<file path="config.mk">
export PLATFORM = sky130hd
export DESIGN_NAME = ft245r_bus_arbiter
export DESIGN_NICKNAME = d
export VERILOG_FILES = /design/src/rtl/ft245r_bus_arbiter.sv
export SDC_FILE = /design/constraint.sdc
export NUM_CORES = 1
export LEC_CHECK = 0
export CAP_MARGIN = 10
export CELL_PAD_IN_SITES_DETAIL_PLACEMENT = 1
export CELL_PAD_IN_SITES_GLOBAL_PLACEMENT = 1
export CORE_AREA = 2 2 54 95
export CTS_CLUSTER_SIZE = 16
export DETAILED_ROUTE_END_ITERATION = 10
export DIE_AREA = 0 0 56 97
export PLACE_DENSITY = 0.78
export REMOVE_ABC_BUFFERS = 1
export SLEW_MARGIN = 20
export SYNTH_ARGS = -nofsm -noshare
export SYNTH_HDL_FRONTEND = slang
export SYNTH_SLANG_ARGS = --single-unit
</file>
<file path="constraint.sdc">
create_clock -name clk -period 2.7 [get_ports clk]
set_clock_uncertainty 0.1 [all_clocks]
set_input_delay 0.54 -clock clk [delete_from_list [all_inputs] [get_ports clk]]
set_output_delay 0.54 -clock clk [all_outputs]
set_load 0.01 [all_outputs]
</file>
<file path="src/rtl/ft245r_bus_arbiter.sv">
// FT245R bus owner: shares the parallel bus between host reads and writes.
// Define FT245R_ARB_RXPRIO_EN for fixed RX priority (default round-robin).
module ft245r_bus_arbiter #(
    parameter int RD_LOW_CYC   = 3,
    parameter int RD_HIGH_CYC  = 4,
    parameter int WR_SETUP_CYC = 1,
    parameter int WR_HIGH_CYC  = 3,
    parameter int WR_GAP_CYC   = 4
) (
    input  logic       clk,
    input  logic       rst,
    input  logic       rxf_,
    input  logic       txe_,
    input  logic [7:0] usb_din,
    output logic       rd_,
    output logic       wr,
    output logic [7:0] usb_dout,
    output logic       usb_oe,
    input  logic [7:0] tx_data,
    input  logic       tx_valid,
    output logic       tx_ready,
    output logic [7:0] rx_data,
    output logic       rx_valid,
    input  logic       rx_ready,
    output logic       busy
);

    typedef enum logic [2:0] {
        S_IDLE,
        S_RD_LOW,
        S_RD_HIGH,
        S_WR_SETUP,
        S_WR_HIGH,
        S_WR_GAP
    } state_t;

    localparam logic [3:0] RD_LOW_LD   = 4'(RD_LOW_CYC - 1);
    localparam logic [3:0] RD_HIGH_LD  = 4'(RD_HIGH_CYC - 1);
    localparam logic [3:0] WR_SETUP_LD = 4'(WR_SETUP_CYC - 1);
    localparam logic [3:0] WR_HIGH_LD  = 4'(WR_HIGH_CYC - 1);
    localparam logic [3:0] WR_GAP_LD   = 4'(WR_GAP_CYC - 1);

    state_t     state;
    state_t     state_nx;
    logic [3:0] cnt;
    logic [3:0] cnt_nx;

    logic       rxf_m;
    logic       rxf_s;
    logic       txe_m;
    logic       txe_s;

    logic       tx_full;
    logic [7:0] tx_hold;
    logic [7:0] dout_q;

    logic       rx_req;
    logic       tx_req;
    logic       grant_rx;
    logic       grant_tx;
    logic       rd_sample;
    logic       wr_done;
    logic       gap_first;

    // Two-flop synchronisers for the asynchronous FT245R status pins
    always_ff @(posedge clk) begin
        if (rst) begin
            rxf_m <= 1'b1;
            rxf_s <= 1'b1;
            txe_m <= 1'b1;
            txe_s <= 1'b1;
        end else begin
            rxf_m <= rxf_;
            rxf_s <= rxf_m;
            txe_m <= txe_;
            txe_s <= txe_m;
        end
    end

    // Requests are only meaningful while the bus is parked in IDLE
    always_comb begin
        rx_req = (state == S_IDLE) && !rxf_s && !rx_valid;
        tx_req = (state == S_IDLE) && tx_full && !txe_s;
    end

`ifdef FT245R_ARB_RXPRIO_EN

    // Fixed priority: a pending read always beats a pending write
    always_comb begin
        grant_rx = rx_req;
        grant_tx = tx_req && !rx_req;
    end

`else

    // High when the most recent grant went to TX
    logic last_grant;

    // Round-robin: on contention the side not served last wins
    always_comb begin
        grant_rx = rx_req && (!tx_req || last_grant);
        grant_tx = tx_req && !grant_rx;
    end

    // Remember which side was served most recently
    always_ff @(posedge clk) begin
        if (rst) begin
            last_grant <= 1'b1;
        end else if (grant_rx) begin
            last_grant <= 1'b0;
        end else if (grant_tx) begin
            last_grant <= 1'b1;
        end
    end

`endif

    // State and phase counter registers
    always_ff @(posedge clk) begin
        if (rst) begin
            state <= S_IDLE;
            cnt   <= 4'd0;
        end else begin
            state <= state_nx;
            cnt   <= cnt_nx;
        end
    end

    // Next-state logic; the counter reloads on every state entry
    always_comb begin
        state_nx  = state;
        cnt_nx    = cnt;
        rd_sample = 1'b0;
        wr_done   = 1'b0;
        unique case (state)
            S_IDLE: begin
                if (grant_rx) begin
                    state_nx = S_RD_LOW;
                    cnt_nx   = RD_LOW_LD;
                end else if (grant_tx) begin
                    state_nx = S_WR_SETUP;
                    cnt_nx   = WR_SETUP_LD;
                end
            end
            S_RD_LOW: begin
                if (cnt == 4'd0) begin
                    rd_sample = 1'b1;
                    state_nx  = S_RD_HIGH;
                    cnt_nx    = RD_HIGH_LD;
                end else begin
                    cnt_nx = cnt - 4'd1;
                end
            end
            S_RD_HIGH: begin
                if (cnt == 4'd0) begin
                    state_nx = S_IDLE;
                end else begin
                    cnt_nx = cnt - 4'd1;
                end
            end
            S_WR_SETUP: begin
                if (cnt == 4'd0) begin
                    state_nx = S_WR_HIGH;
                    cnt_nx   = WR_HIGH_LD;
                end else begin
                    cnt_nx = cnt - 4'd1;
                end
            end
            S_WR_HIGH: begin
                if (cnt == 4'd0) begin
                    wr_done  = 1'b1;
                    state_nx = S_WR_GAP;
                    cnt_nx   = WR_GAP_LD;
                end else begin
                    cnt_nx = cnt - 4'd1;
                end
            end
            S_WR_GAP: begin
                if (cnt == 4'd0) begin
                    state_nx = S_IDLE;
                end else begin
                    cnt_nx = cnt - 4'd1;
                end
            end
            default: begin
                state_nx = S_IDLE;
                cnt_nx   = 4'd0;
            end
        endcase
    end

    // TX holding register; freed as wr falls so the next byte can queue
    always_ff @(posedge clk) begin
        if (rst) begin
            tx_full <= 1'b0;
            tx_hold <= 8'd0;
        end else if (wr_done) begin
            tx_full <= 1'b0;
        end else if (tx_valid && !tx_full) begin
            tx_full <= 1'b1;
            tx_hold <= tx_data;
        end
    end

    // Bus-side copy of the TX byte, so a new push cannot disturb the hold cycle
    always_ff @(posedge clk) begin
        if (rst) begin
            dout_q <= 8'd0;
        end else if (grant_tx) begin
            dout_q <= tx_hold;
        end
    end

    // RX holding register; a read never starts while it is occupied
    always_ff @(posedge clk) begin
        if (rst) begin
            rx_data  <= 8'd0;
            rx_valid <= 1'b0;
        end else if (rd_sample) begin
            rx_data  <= usb_din;
            rx_valid <= 1'b1;
        end else if (rx_valid && rx_ready) begin
            rx_valid <= 1'b0;
        end
    end

    // Pin drive decoded from state so a reset edge releases the bus at once
    always_comb begin
        gap_first = (state == S_WR_GAP) && (cnt == WR_GAP_LD);
        rd_       = (state != S_RD_LOW);
        wr        = (state == S_WR_HIGH);
        usb_oe    = (state == S_WR_SETUP) ||
                    (state == S_WR_HIGH)  ||
                    gap_first;
        usb_dout  = usb_oe ? dout_q : 8'd0;
        busy      = (state != S_IDLE);
        tx_ready  = !tx_full;
    end

endmodule
</file>
Word level (Yosys, flattened, before mapping):

Index checks and enable logic that the tools add are counted.

* memory bits (writable): 0
* memories kept: 0
* register bits: 38
* ROM bits: 0
* input bits: 22
* output and inout port bits: 22
* latch bits: 0

* bitwise logic cells: 1
* shifts and indexed selects: 0
* multiply operators: 0
* magnitude comparators: 0
* equality and inequality tests: 13
* reductions and logical operators: 29
* divide/modulo/power cells: 0
* add/sub/neg operators: 1
* mux-type cells: 21

Operators with widths (count)
* two-way mux 4 bit: 5
* two-way mux 3 bit: 6
* case mux 4 bit (4 select lines): 1
* case mux 3 bit (5 select lines): 1
* logical AND 1 bit: 9
* two-way mux 8 bit: 1
* two-way mux 1 bit: 7
* equality test 3 x 2 -> 1 bit, second input constant: 2
* equality test 3 bit, second input constant: 2
* logical NOT 1 bit: 6
* != test 2 bit, second input constant: 3
* OR reduction 2 bit: 3
* AND reduction 5 bit: 1
* equality test 4 x 2 -> 1 bit, second input constant: 1
* logical NOT 4 bit: 1
* != test 2 x 1 -> 1 bit, second input constant: 2
* AND reduction 2 bit: 2
* nonzero test 2 bit: 2
* subtractor 4 x 1 -> 4 bit, second input constant: 1
* equality test 3 x 1 -> 1 bit, second input constant: 1
* logical NOT 3 bit: 1
* logical OR 1 bit: 3
* != test 3 x 1 -> 1 bit, second input constant: 1
* != test 3 bit, second input constant: 1
* 2 further kinds: 2

Logic depth before layout (Yosys ltp):

Gate-level depths: netlist of the first run.

* depth after elaboration: 11
* gate-level depth with buffers: 9
* depth with buffers taken out: 7

Worst setup path after synthesis of the first run:

No wires, ideal clock.

* path type: register to output
* from: reg state[2]
* to: out usb_oe
* slack: 0.846 ns
* arrival time: 1.214 ns
* cell stages (with the launch flop): 6
* buffers on the path: 1
* path through: dfxtp_1 clkbuf_1 nand2b_1 a21oi_1 a31oi_1 inv_1

* longest elaborated chain between the ends: 3
* elaborated cells between the ends (all ways): 6

Ends and longest elaborated chain
* from (decl): RTL line 43 `state_t state;`
* from (signal assigned): RTL line 124 `state <= state_nx;`
* equality test 3 x 2 -> 1 bit (tied with other cells): RTL line 232 `usb_oe = (state == S_WR_SETUP) ||`
* logical OR 1 bit / logical AND 1 bit (equally long branches): RTL line 232, 229
* logical OR 1 bit *: RTL line 233 `(state == S_WR_HIGH) ||`
* to (decl): RTL line 18 `output logic usb_oe,`

Mark *: on every way between the ends. The rest lies on a longest branch, timed or not.

Worst setup path after layout of the first run:

* from: reg state[1]
* to: out usb_dout[6]

* longest elaborated chain between the ends: 4
* elaborated cells between the ends (all ways): 7

Ends and longest elaborated chain
* equality test 3 x 2 -> 1 bit (tied with other cells): RTL line 232
* logical OR 1 bit / logical AND 1 bit (equally long branches): RTL line 232, 229
* logical OR 1 bit *: RTL line 233
* two-way mux 8 bit *: RTL line 235 `usb_dout = usb_oe ? dout_q : 8'd0;`
* to (decl): RTL line 17 `output logic [7:0] usb_dout,`

Marked as above.

==> results of run 1 <==
-- worst register-to-register path: stages, from the launching register on --
cell and delay (ps):
sky130_fd_sc_hd__dfxtp_1 470, sky130_fd_sc_hd__buf_4 230, sky130_fd_sc_hd__or2_1 290, sky130_fd_sc_hd__nor3_4 80, sky130_fd_sc_hd__nor3b_2 660, sky130_fd_sc_hd__mux2i_1 280, sky130_fd_sc_hd__nor2_1 60
-- cell families after synthesis --
family	Yosys count	share of synthesized area (%)
and+or+nand+nor	82	23.4
AOI/OAI and AO/OA	35	12.5
DFF	38	43.0
muxes	24	13.6
xor gates and xnor gates	1	0.495
adders and majority gates	2	1.41
buffers and inverters	17	5.59
-- placed cells by master, fill, tap and decap left out, types with 2 or more instances in the layout --
cell / count
sky130_fd_sc_hd__a21oi_1: 15
sky130_fd_sc_hd__a31oi_1: 2
sky130_fd_sc_hd__buf_4: 12
sky130_fd_sc_hd__bufinv_16: 2
sky130_fd_sc_hd__clkbuf_8: 6
sky130_fd_sc_hd__clkdlybuf4s50_1: 43
sky130_fd_sc_hd__dfxtp_1: 36
sky130_fd_sc_hd__ha_1: 2
sky130_fd_sc_hd__inv_1: 6
sky130_fd_sc_hd__mux2i_1: 24
sky130_fd_sc_hd__nand2_1: 13
sky130_fd_sc_hd__nand2b_1: 2
sky130_fd_sc_hd__nor2_1: 37
sky130_fd_sc_hd__nor2b_1: 8
sky130_fd_sc_hd__nor3_1: 4
sky130_fd_sc_hd__o21ai_0: 7
sky130_fd_sc_hd__o31ai_1: 3
sky130_fd_sc_hd__or2_2: 5
-- stage by stage --
| step | power [mW] | setup WS (ps) | hold WS, ps |
|---|---|---|---|
| final | 2.05 | 130 | 314 |
| after global routing | 2.17 | 4.25 | 341 |
| after CTS | 2.06 | 32.8 | 319 |
| after detailed placement | 1.46 | 346 | 301 |
| after global placement | 1.45 | 371 | 293 |
| after floorplan | 1.13 | 593 | 289 |
-- final timing paths --
check	startpoint	end	slack [ps]	depth (start not counted)
worst max-delay path	state[1]$_SDFFE_PP0P_	usb_dout[6]	130	5
worst min register to register	txe_m$_SDFF_PP1_	txe_s$_SDFF_PP1_	310	1
worst min-delay path	txe_m$_SDFF_PP1_	txe_s$_SDFF_PP1_	310	1
worst max register to register	state[1]$_SDFFE_PP0P_	tx_hold[6]$_SDFFE_PP0P_	410	6
-- registers in the layout, indices dropped and copies added, names as in the netlist, 3 cells and up --
signal   flops
state        3
dout_q       8
tx_hold      8
cnt          4
rx_data      8
-- power by group through the flow --
stage | sequential (mW) | combinational (mW) | clock, mW
after global placement | 0.715 | 0.738 | 0
final | 0.710 | 0.751 | 0.592
after CTS | 0.704 | 0.754 | 0.603
after detailed placement | 0.716 | 0.744 | 0
after floorplan | 0.721 | 0.413 | 0
after global routing | 0.724 | 0.820 | 0.626
-- layout make-up --
class	count	area [µm²]	share of cell area, %
Clock inverter	2	60.1	2.48
Multi-Input combinational cell	144	910	37.5
Sequential cell	38	766	31.6
Timing Repair Buffer	55	520	21.5
Inverter	6	22.5	0.928
Clock buffer	6	82.6	3.40
Tap cell	52	65.1	2.68
-- routing by layer --
metal  vias to the layer above  GRT usage (%)
met2                        42           34.5
met5                         -              0
met1                       762           19.3
li1                        778              -
met3                        14           3.07
met4                         0           8.97
-- timing repair --
item                       4_1_cts  5_1_grt
resized for setup                0        3
setup endpoints to repair        0        9
hold endpoints to repair         0        0
==> results.txt, run 1 <==
- Number of failing setup endpoints in the final timing report: 0
* Effective utilization at floorplan: 38.3%
- Ordered cell list for the critical path: buf_4 > a31oi_1 > buf_4 > nor2b_1 > clkdlybuf4s50_1
- Of all cell types, the one taking the most synthesized area is sky130_fd_sc_hd__dfxtp_1.
* Total number of clock tree sinks: 38
* Delay of the slowest cell on the worst path: 540 ps
* Core area: 4620 µm²
* Number of buffers and inverters on the critical path: 3
* Area share of the leading cell type in the synthesized netlist: 43.0%
* Ratio of final minimum period to clock period: 95.2%
- The placed instances occupy a cell area of 2280 µm².
- Clock period minus final worst setup slack: 2570 ps
- In this run the static leakage power is 0.972 nW.
- The initial antenna violation count was 0.
* Slowest cell on crit path: sky130_fd_sc_hd__clkdlybuf4s50_1
- The flow ran to the end, and the final reports show no timing, DRC or antenna violations.
* Final nets: 274
- Power spread over the standard cell area amounts to 846 nW/µm².
- At the pin with the least slew margin, the transition time is 803 ps.
- Data required, critical path: 2060 ps
- Number of remaining DRC errors: 0
- Startpoint-to-endpoint class of the critical path: flip-flop to output pin
- Netlist cell types: 40
* Top achievable clock speed: 389 MHz
* Max Transition Viols Final: 0
- 44 I/O pins were placed.
* Residual overflow from global routing: 0
* Clock group share of total power: 28.8%
- Biggest fanout along the worst timing path: 9
* Crit path capture type: output pin
* Average routed wire per standard cell: 15.5 µm
- Post-synthesis average cell area: 8.89 µm²
- Setup crit start kind: flip-flop
- Setup repair after global routing missed its margin: no
- Register bit total from synthesis: 38
- Headroom to the max-slew limit came out at 46.2%.
- From left edge to right edge, the die measures 56 µm.
* Global-route wire length before repair: 7940 µm
- Measured on the finished design, the core utilization comes to 52.5%.
- The number of global-route vias before repair was 1705.
* Warnings from Yosys: 0
- Gate power share: 36.6%
* CTS H-tree lvls: 2
* Post-layout instance area: 2430 µm²
* Number of setup buffers added after CTS: 0
- Sequential group share of total power: 34.6%
- Met3 wirelength from detailed routing: 108 µm
- Die Y-Extent: 97 µm
- The routed layout has 1596 vias.
- For the worst-skew pair, the clock arrives at the later sink with an insertion delay of 280 ps.
- Counting flops with a built-in enable in the synthesized netlist gives 0.
- Highest metal layer with signal wires: met4
- Root buffer cell: sky130_fd_sc_hd__clkbuf_8
* Largest net degree at the start of global routing: 25
- Among the stages of the critical path, the cell type that occurs most often is sky130_fd_sc_hd__buf_4.
* Final hold violation count: 0
- Remaining antenna violation count after routing: 0
- Fill cell count: 564
- Most frequent cell after synthesis: sky130_fd_sc_hd__dfxtp_1
- Critical path data arrival time: 1930 ps
- The tool flagged a number of max-cap violations equal to 0.
- Mapped cell area: 1770 µm²
* RePlAce Congestion: 0.816
- Hold Buf Count CTS: 0
- The die covers 5430 µm².
- Clock-pin slew was measured on the worst setup and hold paths at 80 ps.
* Clock tree from TritonCTS: yes
- After the flow finishes, the layout carries non-filler instances totaling 303.
* Number of optimization iterations in the first detailed-route pass: 4
* Total clock buffers created by CTS: 5
- After legalization and detailed placement, the total HPWL measured 3490 µm.
* Fin Setup TNS: 0 ps
- Power spent charging and discharging nets: 680 µW
- The initialized floorplan defines 33 standard-cell rows.
- Across the VDD grid, the largest voltage drop is 588 µV.
- For this run, the register share of the synthesized area comes to 43.0%.
* Async SR Flop Fraction: 0%
* Ys flop type: sky130_fd_sc_hd__dfxtp_1
* Largest delay share family, worst path: buffers and inverters
- Counting tap cells, the placed design contains a total of 295 instances.
- Post-synth top cells: sky130_fd_sc_hd__dfxtp_1, sky130_fd_sc_hd__nor2_1, sky130_fd_sc_hd__mux2i_1, sky130_fd_sc_hd__a21oi_1, sky130_fd_sc_hd__nand2_1
- The area growth from synthesis to layout is 37.1%.
* Switching share of power: 33.1%
- Detailed-routing wirelength on met1: 1760 µm
* Most area-consuming cells after synthesis: sky130_fd_sc_hd__dfxtp_1, sky130_fd_sc_hd__mux2i_1, sky130_fd_sc_hd__nor2_1
- After detailed routing, the number of vias per cell comes to 5.27.
- Antenna diode count: 0
- Routed wire length: 4710 µm
- In the detailed route, the total length drawn on met2 is 2700 µm.
- In this run, the number of DRC markers left after iteration 0 of detailed routing was 52.
- Synthesized instance count: 199
- In this run the tool buffered the top-level ports with 43 buffer cells.
* Internal cell power: 1.37 mW
- Overall global routing resource usage: 18.5%
* Maximum buffer depth of the clock tree: 2
- Fraction of layout cells with a size suffix above 1: 12.7%
- The worst hold path belongs to the class flip-flop to flip-flop.
Power figures use the tool's default switching activity.
==> inputs of run 2 (changes only) <==
Settings changed: CORE_AREA 2 2 54 95 to 2 2 56 97, CTS_BUF_LIST from default to sky130_fd_sc_hd__clkbuf_8, DIE_AREA 0 0 56 97 to 0 0 58 99, PLACE_DENSITY 0.78 to 0.74.
Clock period 2.7 ns to 2.4 ns, I/O delays scaled along.
==> run 2 against run 1 <==
  * Global-route usage increased by 0.088 points
  * Flip-flop and latch count unchanged
  * Final cell count grew 2.3%
  * Setup slack improved by 12 ps
  * Final area is 0.41% higher
  * Critical path type unchanged
  * Worst hold slack lost 6.2 ps
  * First-iteration DRC count down 23%
  * Register-to-register slack worse by 170 ps
  * Via count rose by 0.75%
  * Wire length rose by 4.5%
  * Sequential share of layout area is 0.078 points lower
==> results.txt, run 2 (same netlist as run 1, synthesis figures left out) <==
- Root buffer cell: sky130_fd_sc_hd__clkbuf_8
- Critical path data arrival time: 1680 ps (-250 ps)
- Cell Area, Placed: 2310 µm² (+1.4%)
* Most frequent standard cell in the layout excluding fill and tap cells: sky130_fd_sc_hd__nor2_1
* Routed wire length: 4920 µm (+4.5%)
- The number of hold violations in the final report was 0 (unchanged).
- Number of antenna violations at the first check in global routing: 0 (unchanged)
* Area added between synthesis and finish: 37.7%
* Via count of the first global-routing pass: 1676 (-1.7%)
- The routed design could run at a clock period as short as 2260 ps.
- Total number of clock tree sinks: 38 (unchanged)
* Largest delay share family, worst path: buffers and inverters
- Cell depth of the worst setup path: 4 (-1)
- The final-layout fill cell count was 598 (+6.0%).
- The number of buffers inserted by port buffering came to 43 (unchanged).
* Worst min-delay path class: flip-flop to flip-flop
- The die height came to 99 µm (+2.1%).
* Global-route wire length before repair: 8190 µm (+3.1%)
* Cell Rows: 34 (+3.0%)
* Slowest cell on crit path: sky130_fd_sc_hd__clkdlybuf4s50_1
- Setup crit start kind: flip-flop
* Final design utilization: 49.4% (-3.1 points)
* Die boundary width: 58 µm (+3.6%)
- Top-level port count: 44 (unchanged)
- Detail Placement HPWL: 3610 µm (+3.5%)
- Setup repair after global routing missed its margin: no
* Detailed Route Iter0 Violations: 40 (-23%)
- The required time at the worst-slack endpoint is 1820 ps (-240 ps).
* Total clock buffers created by CTS: 5 (unchanged)
- Antenna diode count: 0 (unchanged)
- Fraction of layout cells with a size suffix above 1: 18.8% (+6.0 points)
- The CTS H-tree depth is 2 (unchanged).
- Average routed wire per standard cell: 15.9 µm (+2.1%)
* Overall global routing resource usage: 18.6% (+0.088 points)
* Die area: 5740 µm² (+5.7%)
- The aggregate negative setup slack was 0 ps (unchanged).
- The largest buffer count on any clock path is 2 (unchanged).
- Top achievable clock speed: 443 MHz
- The worst-case vdd ir drop is 676 µV (+15%).
- The via count of the routed design came to 1608 (+0.75%).
- Dividing the final minimum period by the clock period gives 94.1%.
* Residual overflow from global routing: 0 (unchanged)
- Leaving out fill and tap cells, the most frequent cells in the layout are sky130_fd_sc_hd__nor2_1, sky130_fd_sc_hd__clkdlybuf4s50_1, sky130_fd_sc_hd__dfxtp_1, sky130_fd_sc_hd__mux2i_1, sky130_fd_sc_hd__buf_4.
* Core area: 4930 µm² (+6.7%)
- Hold Path Stages: 1 (unchanged)
- The setup violation total in the final timing report is 0 (unchanged).
* Run status: completed
- Walking the worst path, the cells encountered are buf_4 > nor3_4 > inv_1 > clkdlybuf4s50_1.
- Effective utilization at floorplan: 35.9% (-2.4 points)
- Number of remaining DRC errors: 0 (unchanged)
- The largest net degree at the start of global routing came to 22 (-12%).
- Power per unit of standard cell area: 985 nW/µm² (+16%)
- The worst hold margin was 307 ps (-6.16 ps).
- The max-slew violation count was 0 (unchanged).
- Power consumption: 2.40 mW (+17%)
- Measured slew at the worst slew-check pin: 909 ps (+106 ps)
- The detailed-routing iteration count for the pre-antenna-repair pass is 4 (unchanged).
* Clock tree from TritonCTS: yes
* Leakage dissipation: 1.03 nW (+5.8%)
- Crit path capture type: output pin
- Final nets: 279 (+1.8%)
- Average vias per placed instance: 5.19 (-1.5%)
* Biggest fanout along the worst timing path: 6 (-3)
* Startpoint-to-endpoint class of the critical path: flip-flop to output pin
- Largest registers: dout_q: 8 flops, rx_data: 8 flops, tx_hold: 8 flops
- The cell area after layout came to 2440 µm² (+0.41%).
- Number of buffers and inverters on the critical path: 3 (unchanged)
- The number of cells on the worst reg-to-reg path came to 7 (+1).
- RePlAce Congestion: 0.808 (-0.98%)
- The clock latency on the worst-skew pair came to 300 ps (+20 ps).
- The post-route antenna net violation count is 0 (unchanged).
- The clock-pin slew reported for the worst setup and hold paths after clock tree synthesis was 80 ps (about the same).
* Maximum capacitance violations: 0 (unchanged)
- Rel. slew slack: 39.1% (-7.1 points)
- Delay of the slowest cell on the worst path: 480 ps (-60 ps)
run 2: cell count changes in the layout (fill, tap and decap cells not counted), sizes merged:
cell | before | now
buf | 12 | 17
dlymetal6s2s | 0 | 1
clkbuf | 6 | 14
clkdlybuf4s50 | 43 | 34
run 2: repair_timing:
action                                  in CTS  in global routing
hold buffers                                 0                  0
pin swaps                                    0                  0
setup buffers                                1                  0
endpoints found under the setup margin       9                 10
cloned                                       0                  0
gates resized for setup                     11                 20
run 2: where the power goes:
group          switching [mW]  leakage, nW  internal (mW)
Sequential             0.0782        0.312          0.714
Combinational           0.493        0.646          0.436
Clock                   0.237       0.0714          0.444
run 2: path summary, 6_finish.rpt:
check / startpoint / end / slack (ps)
max: state[0]$_SDFFE_PP0P_ / busy / 140
min reg2reg: rxf_m$_SDFF_PP1_ / rxf_s$_SDFF_PP1_ / 310
min: rxf_m$_SDFF_PP1_ / rxf_s$_SDFF_PP1_ / 310
max reg2reg: cnt[0]$_SDFFE_PP0P_ / tx_hold[6]$_SDFFE_PP0P_ / 240
run 2: routing by layer:
metal	track usage [%]	wire, µm	vias to the layer above	share of wire (%)
met4	8.94	171	0	3.5
li1	-	-	788	-
met5	0	0	-	0
met3	3.28	116	14	2.4
met1	20.6	1850	773	38
met2	33.1	2780	33	56
run 2: cell type report:
type,count,area (µm²),area share (%)
clock buffer,6,82.6,3.39
inverter,6,22.5,0.924
clock inverter,2,60.1,2.47
multi-input combinational,144,916,37.6
tap,54,67.6,2.77
sequential,38,767,31.5
timing repair buffer,60,520,21.4
run 2: per-stage QoR:
| stage | cells | worst slack, ps |
|---|---|---|
| CTS | 310 | 36.8 |
| global route | 310 | 41.8 |
| floorplan | 188 | 293 |
| detailed placement | 301 | 126 |
| finish | 310 | 141 |
| global placement | 301 | 190 |
==> inputs of run 3 (changes only) <==
Settings changed: REMOVE_ABC_BUFFERS 1 to default, SLEW_MARGIN 20 to 40.
==> run 3 against run 2 <==
  * Final area fell by 2.8%
  * Core utilization fell by 1.4 points
  * Clock-buffer cell count down 1
  * Wire length down 2.3%
  * Final cell count decreased by 0.97%
  * First-iteration DRC count decreased by 35%
  * Via count decreased by 1.6%
  * Worst hold slack worse by 2.2 ps
  * Clock power is 38% lower
  * Critical endpoint is now wr
  * Critical path depth decreased by 1
  * Die area unchanged
  * Fmax decreased by 1.1%
==> results.txt, run 3 (same netlist as run 1, synthesis figures left out) <==
- Clock period minus final worst setup slack: 2280 ps (+25.6 ps)
- Delay of the slowest cell on the worst path: 540 ps (+60 ps)
* Power per unit of standard cell area: 901 nW/µm² (-8.6%)
- The buffers plus inverters on the worst setup path came to 1 (-2).
- Worst IR drop on VDD: 576 µV (-15%)
- The required time at the worst-slack endpoint was 1820 ps (about the same).
- Area of combinational cells with multiple inputs: 921 µm² (+0.55%)
* Average vias per placed instance: 5.15 (-0.66%)
* Maximum buffer depth of the clock tree: 2 (unchanged)
- Largest delay share family, worst path: buffers and inverters
- The I/O pin total is 44 (unchanged).
- Number of failing setup endpoints in the final timing report: 0 (unchanged)
- Clock tree from TritonCTS: yes
- The total global routing overflow came to 0 (unchanged).
- The number of global-route vias before repair came to 1730 (+3.2%).
- Setup repair after global routing left no endpoint under its margin.
- The floorplan die width was 58 µm (unchanged).
- Cell Rows: 34 (unchanged)
* Root buffer cell: sky130_fd_sc_hd__clkbuf_8
- Largest registers: dout_q: 8 flops, rx_data: 8 flops, tx_hold: 8 flops
- The half-perimeter wire length after placement came to 3670 µm (+1.7%).
- Crit path capture type: output pin
* Biggest fanout along the worst timing path: 10 (+4)
- Startpoint-to-endpoint class of the critical path: flip-flop to output pin
- Number of optimization iterations in the first detailed-route pass: 4 (unchanged)
* Final nets: 277 (-0.72%)
- Routed wire length: 4800 µm (-2.3%)
- Slowest cell on crit path: sky130_fd_sc_hd__clkdlybuf4s50_1
- Post-Synthesis Net Count: 223
- The proportion of layout cells with a drive suffix above 1 was 17.0% (-1.8 points).
- Hold Buf Count CTS: 0 (unchanged)
- RePlAce Congestion: 0.777 (-3.8%)
- Largest net degree at the start of global routing: 32 (+45%)
- Die Y-Extent: 99 µm (unchanged)
* Top achievable clock speed: 438 MHz (-1.1%)
- The post-route antenna net violation count was 0 (unchanged).
- Effective utilization at floorplan: 35.9% (unchanged)
* Setup crit start kind: flip-flop
- The core outline area was 4930 µm² (unchanged).
* Commonest non-fill, non-tap cells in the layout: sky130_fd_sc_hd__nor2_1, sky130_fd_sc_hd__dfxtp_1, sky130_fd_sc_hd__clkdlybuf4s50_1, sky130_fd_sc_hd__mux2i_1
- CTS H-tree lvls: 2 (unchanged)
* Number of remaining DRC errors: 0 (unchanged)
- Final design utilization: 48.0% (-1.4 points)
- From synthesis to final layout, the design area changed by 33.8%.
- Ordered cell list for the critical path: or2_4 > nor2_1 > clkdlybuf4s50_1
- Clock latency of the later-clocked register in the worst-skew pair: 290 ps (about the same)
- Via count: 1582 (-1.6%)
- Maximum capacitance violations: 0 (unchanged)
- The final worst-path cycle share came to 95.2% (+1.1 points).
- Fin Setup TNS: 0 ps (unchanged)
* Clock slew seen by the registers of the worst setup and hold paths: 80 ps (about the same)
- Antenna diode count: 0 (unchanged)
* Die area: 5740 µm² (unchanged)
- The initial antenna violation count was 0 (unchanged).
- The number of sinks on the clock net came to 38 (unchanged).
* Final hold violation count: 0 (unchanged)
* Average routed wire per standard cell: 15.6 µm (-1.4%)
- The arrival time at the worst endpoint is 1700 ps (+20 ps).
- Fill cell count: 597 (-0.17%)
* Run status: completed
- The max-slew violation count is 0 (unchanged).
* FF/Latch Area: 767 µm² (unchanged)
- Most frequent standard cell in the layout excluding fill and tap cells: sky130_fd_sc_hd__nor2_1
- The number of buffers inserted by port buffering is 43 (unchanged).
- Total clock buffers created by CTS: 5 (unchanged)
- Overall global routing resource usage: 18.3% (-0.34 points)
- The global-route wire length before repair came to 8100 µm (-1.1%).
* Rel. slew slack: 63.2% (+24 points)
* Worst min-delay path class: flip-flop to flip-flop
* Leakage dissipation: 0.991 nW (-3.7%)
- The slew of the pin with the lowest slew margin came to 552 ps (-357 ps).
- The violation count after the first detailed-routing iteration came to 26 (-35%).
[run 3: changes by cell type in the layout (fill, tap and decap cells not counted), sizes merged]
cell         change
inv              +1
buf              -2
bufinv           -2
clkbuf           -2
dlygate4sd2      +1
clkinvlp         +1
[run 3: per-stage QoR]
stage                     hold WS (ps)  instances  power [mW]  instance area, µm²  setup WS (ps)
final                              305        307        2.13                2370            116
after global routing               327        307        2.26                2370           44.6
after CTS                          312        308        2.15                2390           6.80
after detailed placement           302        300        1.71                2300           87.0
after global placement             293        300        1.68                2300            107
after floorplan                    289        199        1.34                1770            561
[run 3: metal layers]
layer / global-route usage [%] / vias to the layer above / wire length [µm]
met1: 18.5 / 752 / 1760
met4: 6.62 / 0 / 129
met3: 3.41 / 11 / 139
met2: 35.3 / 32 / 2770
li1: - / 787 / -
met5: 0 / - / 0
[run 3: worst reg2reg max path: stages, from the launching register on]
cell and delay, ps:
sky130_fd_sc_hd__dfxtp_4 370, sky130_fd_sc_hd__inv_1 70, sky130_fd_sc_hd__ha_1 170, sky130_fd_sc_hd__or3b_1 410, sky130_fd_sc_hd__buf_4 200, sky130_fd_sc_hd__o31ai_1 260
sky130_fd_sc_hd__a21oi_1 100, sky130_fd_sc_hd__xnor2_1 170, sky130_fd_sc_hd__nor3_1 60
[run 3: final cells by class]
type,count,area share [%]
multi-input combinational,144,38.9
sequential,38,32.4
clock buffer,5,2.91
timing repair buffer,58,21.5
clock inverter,2,0.476
inverter,6,0.951
tap,54,2.85
[run 3: timing repair]
item | in CTS | in global routing
endpoints found under the setup margin | 9 | 10
resized for setup | 13 | 16
setup buffers | 1 | 0
[run 3: path summary, 6_finish.rpt]
check	start	endpoint	slack (ps)	depth (start not counted)
min reg2reg	txe_m$_SDFF_PP1_	txe_s$_SDFF_PP1_	310	1
min	txe_m$_SDFF_PP1_	txe_s$_SDFF_PP1_	310	1
max	state[0]$_SDFFE_PP0P_	wr	120	3
max reg2reg	cnt[0]$_SDFFE_PP0P_	cnt[3]$_SDFFE_PP0P_	390	8
[run 3: report_power, final]
group	internal, mW	switching [mW]
registers	0.715	0.0804
clock network	0.195	0.225
logic	0.432	0.485
==> patch 1: new RTL, config.mk and constraints of run 3 <==
Reset style: asynchronous (`rst`), changed in 6 clocked blocks.
--- a/src/rtl/ft245r_bus_arbiter.sv
+++ b/src/rtl/ft245r_bus_arbiter.sv
@@ -63,7 +63,7 @@
     logic       gap_first;
 
     // Two-flop synchronisers for the asynchronous FT245R status pins
-    always_ff @(posedge clk) begin
+    always_ff @(posedge clk or posedge rst) begin
         if (rst) begin
             rxf_m <= 1'b1;
             rxf_s <= 1'b1;
@@ -103,7 +103,7 @@
     end
 
     // Remember which side was served most recently
-    always_ff @(posedge clk) begin
+    always_ff @(posedge clk or posedge rst) begin
         if (rst) begin
             last_grant <= 1'b1;
         end else if (grant_rx) begin
@@ -116,7 +116,7 @@
 `endif
 
     // State and phase counter registers
-    always_ff @(posedge clk) begin
+    always_ff @(posedge clk or posedge rst) begin
         if (rst) begin
             state <= S_IDLE;
             cnt   <= 4'd0;
@@ -190,7 +190,7 @@
     end
 
     // TX holding register; freed as wr falls so the next byte can queue
-    always_ff @(posedge clk) begin
+    always_ff @(posedge clk or posedge rst) begin
         if (rst) begin
             tx_full <= 1'b0;
             tx_hold <= 8'd0;
@@ -203,7 +203,7 @@
     end
 
     // Bus-side copy of the TX byte, so a new push cannot disturb the hold cycle
-    always_ff @(posedge clk) begin
+    always_ff @(posedge clk or posedge rst) begin
         if (rst) begin
             dout_q <= 8'd0;
         end else if (grant_tx) begin
@@ -212,7 +212,7 @@
     end
 
     // RX holding register; a read never starts while it is occupied
-    always_ff @(posedge clk) begin
+    always_ff @(posedge clk or posedge rst) begin
         if (rst) begin
             rx_data  <= 8'd0;
             rx_valid <= 1'b0;
Check against the original RTL: differs if rst is asserted again (counterexample within 4 cycles, from zero or initial values and one cycle with rst high); with rst held inactive, the same outputs for 10 cycles.
==> patch 1 against run 3 <==
Count of clock-buffer cells in the layout stayed put. Cell count down 14%. Sequential cell count is the same. Total power grew 56%. Non-clock buffer count down 2. Cell area increased by 3.6%. Routed wire length fell by 3.0%. Hold slack worse by 0.049 ns. Sequential share of layout area rose by 6.6 points. Area after synthesis down 0.28%. Largest cell class is now registers. Setup slack lost 0.041 ns.
==> patch 1: results (changes against run 3) <==
Run status
  – Status: finished, final reports clean

Placement
  – Dpl cells: 254 (-15%)
  – Pre-CTS WS: -0.277 ns (-0.364 ns)
  – Routability Congestion: 0.836 (+7.6%)
  – DP Area: 0.00234 sq mm (+1.4%)

Synthesis
  – Avg Cell Area, Syn: 11.8 sq um (+33%)
  – Ys async rst share: 100% (+100 points)
  – Top cells by count, synth: dfrtp_1 (33), mux2_2 (25), inv_1 (9), nor2b_1 (9)
  – Register area share after synthesis: 54.3% (+11 points)
  – Synth Net Count: 173 (-22%)
  – Synth cell types: 37 (-7.5%)

Worst setup path
  – Worst EP arrival: 1.75 ns (+0.05 ns)
  – CP Max Fanout: 9 (-1)
  – Register-to-register setup slack: 0.10 ns (-0.29 ns)

Cells and area
  – Nets: 232 (-16%)
  – Share of cells above drive strength 1: 34.0% (+17 points)

Detailed routing
  – Via count: 1413 (-11%)
  – Wire per inst: 17.7 um (+13%)
  – DRT Wirelength: 4660 um (-3.0%)

Global routing
  – Largest net degree at the start of global routing: 39 (+22%)
  – Number of global-route vias before repair: 1608 (-7.1%)
  – Tot GR Track Use: 17.8% (-0.47 points)
  – First-pass GRT wire length: 7680 um (-5.2%)

STA
  – Hold_ws: 0.256 ns (-0.0494 ns)
  – Slew margin rel.: 65.8% (+2.6 points)

Power and ir drop
  – NetSw: 1.22 mW (+54%)
  – Leakage power: 1.08 nW (+9.5%)
  – Comb pwr share: 50.8% (+7.8 points)
  – Sequential group share of total power: 33.6% (-3.7 points)
  – Combinational power: 1.69 mW (+84%)
patch 1: timing repair:
item | 4_1_cts | 5_1_grt
gates resized for setup | 42 | 6
setup buffers | 1 | 0
hold endpoints to repair | 0 | 0
endpoints found under the setup margin | 10 | 15
pin swaps | 1 | 0
patch 1: routing by layer:
layer | global-route usage [%] | routed length (um) | up-vias | share of wire, %
li1 | - | - | 640 | -
met1 | 17.6 | 1560 | 722 | 33
met2 | 33.8 | 2770 | 41 | 59
met3 | 3.81 | 197 | 10 | 4.2
met4 | 7.87 | 129 | 0 | 2.8
met5 | 0 | 0 | - | 0
patch 1: area by class of cell:
type | count | area (sq um) | share of cell area, %
clock buffers | 5 | 68.8 | 2.80
well taps | 54 | 67.6 | 2.75
repair buffers | 56 | 480 | 19.6
multi-input cells | 97 | 805 | 32.8
clock inverters | 3 | 37.5 | 1.53
flip-flops and latches | 38 | 957 | 39.0
inverters | 10 | 37.5 | 1.53
patch 1: worst paths after layout:
kind,start,end,cells past startpoint
max,cnt[0],usb_dout[6],6
min,rxf_m,rxf_s,0
max reg2reg,cnt[1],cnt[3],8
min reg2reg,rxf_m,rxf_s,0
max in group asynchronous,rst,txe_m,3
min in group asynchronous,rst,rx_data[0],3
patch 1: kinds of logic (layout without fill, tap and decap cells):
| logic type | after synthesis | after routing | share of synthesized area [%] |
|---|---|---|---|
| simple gates | 44 | 44 | 14.3 |
| flops | 38 | 38 | 54.3 |
| compound gates | 26 | 26 | 11.0 |
| mux | 25 | 25 | 16.0 |
| buf+inv | 14 | 74 | 3.05 |
| fa+ha+maj | 2 | 2 | 1.42 |
patch 1: worst max-delay path, stage by stage, from the launching register on:
cell and delay [ns]:
dfrtp_1 0.36, ha_1 0.14, or3b_4 0.39, a21oi_4 0.16, a31oi_4 0.09, nor2b_1 0.17
buf_2 0.15
==> patch 2: new RTL, config.mk and constraints of run 3 <==
Without the edit above. Add a define of `FT245R_ARB_RXPRIO_EN`.
--- a/src/rtl/ft245r_bus_arbiter.sv
+++ b/src/rtl/ft245r_bus_arbiter.sv
@@ -1,5 +1,7 @@
 // FT245R bus owner: shares the parallel bus between host reads and writes.
 // Define FT245R_ARB_RXPRIO_EN for fixed RX priority (default round-robin).
+`define FT245R_ARB_RXPRIO_EN
+
 module ft245r_bus_arbiter #(
     parameter int RD_LOW_CYC   = 3,
     parameter int RD_HIGH_CYC  = 4,
Behaviour: no difference found for any inputs over 10 cycles, from zero or initial values and one cycle with rst high; that may be too few to reach the edited logic, so the function may still have changed.
==> patch 2 against run 3 <==
Cell area rose by 2.1%. Setup slack worse by 0.024 ns. Sequential cell count decreased by 1. Sequential share of layout area decreased by 1.7 points. Area after synthesis decreased by 2.6%. Fmax is 1.1% lower. Largest cell class unchanged. Routed wire length grew 3.9%. Critical path type unchanged.
Power is not compared: it rests on default switching activity, and its combinational part moved more than twofold at a synthesized area within 25%.
==> patch 2: results (changes against run 3) <==
Run status
  – Status: finished, final reports clean

Detailed routing
  – Wire per inst: 16.7 um (+7.0%)
  – Vias per cell: 5.24 (+1.7%)
  – DRT iter0 DRCs: 49 (+88%)

Global routing
  – First-pass GRT wire length: 8250 um (+1.8%)
  – Number of global-route vias before repair: 1677 (-3.1%)
  – Largest net degree at the start of global routing: 25 (-22%)
  – Initial antenna violation count: 0 (unchanged)
  – Tot GR Track Use: 19.1% (+0.81 points)

Power and ir drop
  – Leakage power: 1.05 nW

Placement
  – DP HPWL: 3650 um (-0.63%)
  – Dpl cells: 286 (-4.7%)
  – Routability Congestion: 0.878 (+13%)
  – IO buf count: 43 (unchanged)

Worst setup path
  – Worst EP arrival: 1.73 ns (+0.03 ns)
  – Max stage delay on crit path: 0.35 ns (-0.19 ns)
  – Slowest stage cell, crit path: dfxtp_1
  – Register-to-register setup slack: 0.28 ns (-0.11 ns)
  – CP Max Fanout: 5 (-5)
  – Cell family with most CP delay: buffers and inverters

CTS
  – Clock-pin slew on the worst setup and hold paths: 0.08 ns (about the same)
  – H-tree depth: 2 (unchanged)
  – Max Buffers Root-to-Sink: 2 (unchanged)
  – Num CTS Buffers: 5 (unchanged)
  – CTS root buf: clkbuf_8

Cells and area
  – Share of cells above drive strength 1: 17.6% (+0.63 points)
  – Nets: 267 (-3.6%)
  – Non-filler cells, final: 298 (-2.9%)

Synthesis
  – Synth Net Count: 211 (-5.4%)
  – Post-synth EDFFs: 0 (unchanged)
  – Top cells by area, synth: dfxtp_1 (43%), mux2i_1 (14%), nor2_1 (6.5%)
  – Ys async rst share: 0% (unchanged)
  – Yosys Warn Count: 0 (unchanged)
  – Register area share after synthesis: 43.0% (about the same)
  – Avg Cell Area, Syn: 9.21 sq um (+3.6%)
  – Top cells by count, synth: dfxtp_1 (37), nor2_1 (30), mux2i_1 (24), a21oi_1 (10), nor2b_1 (10)

STA
  – Worst-Margin Slew: 0.623 ns (+0.0709 ns)

Hold path
  – Hold Path Class: flop to flop
==> patch 2: changes by cell type after synthesis, moves of 3 or more <==
cell      change
nand2_1       -5
nor2_1        -7
o21ai_0       -3
a21oi_1       -5
nand2b_1      +3
buf_6         -3
==> patch 2: cell type report <==
cell class	count	area, sq um
fillers	589	2520
multi-input cells	133	933
flip-flops and latches	37	743
repair buffers	58	557
clock buffers	5	68.8
well taps	54	67.6
inverters	8	30.0
clock inverters	3	17.5
==> patch 2: path summary, 6_finish.rpt <==
check          from     endpoint  cells past startpoint
max          cnt[0]  usb_dout[6]                      7
min           rxf_m        rxf_s                      1
max reg2reg  cnt[0]   tx_hold[4]                      8
min reg2reg   rxf_m        rxf_s                      1
==> patch 2: stage by stage <==
step	setup slack [ns]	area, sq um	hold WS, ns
floorplan	0.486	1720	0.289
global placement	0.209	2260	0.295
detailed placement	0.119	2260	0.298
CTS	0.0153	2390	0.314
global route	0.00631	2420	0.331
finish	0.0915	2420	0.309
==> patch 2: kinds of logic after synthesis <==
logic type	synth area share, %
AO/OA/AOI/OAI	13.3
adder cells (fa/ha/maj)	1.45
buffers and inverters	4.43
flip-flops	43.0
multiplexers	13.9
AND/OR/NAND/NOR	23.9
==> patch 2: power breakdown <==
group          internal (mW)  switching (mW)
clock network          0.200           0.229
registers              0.645          0.0217
logic                  0.154           0.155
==> patch 2: what timing repair did <==
item                                    CTS  global route
buffers inserted                          1             2
endpoints found under the setup margin    9             7
gates cloned                              1             0
gates resized for setup                  11             7
pin swaps                                 1             0
==> patch 2: layer usage <==
layer	GRT usage, %	routed length [um]	up-vias
met5	0	0	-
met3	2.36	147	11
met1	18.8	1730	756
met2	37.1	2950	32
met4	9.30	163	0
li1	-	-	762
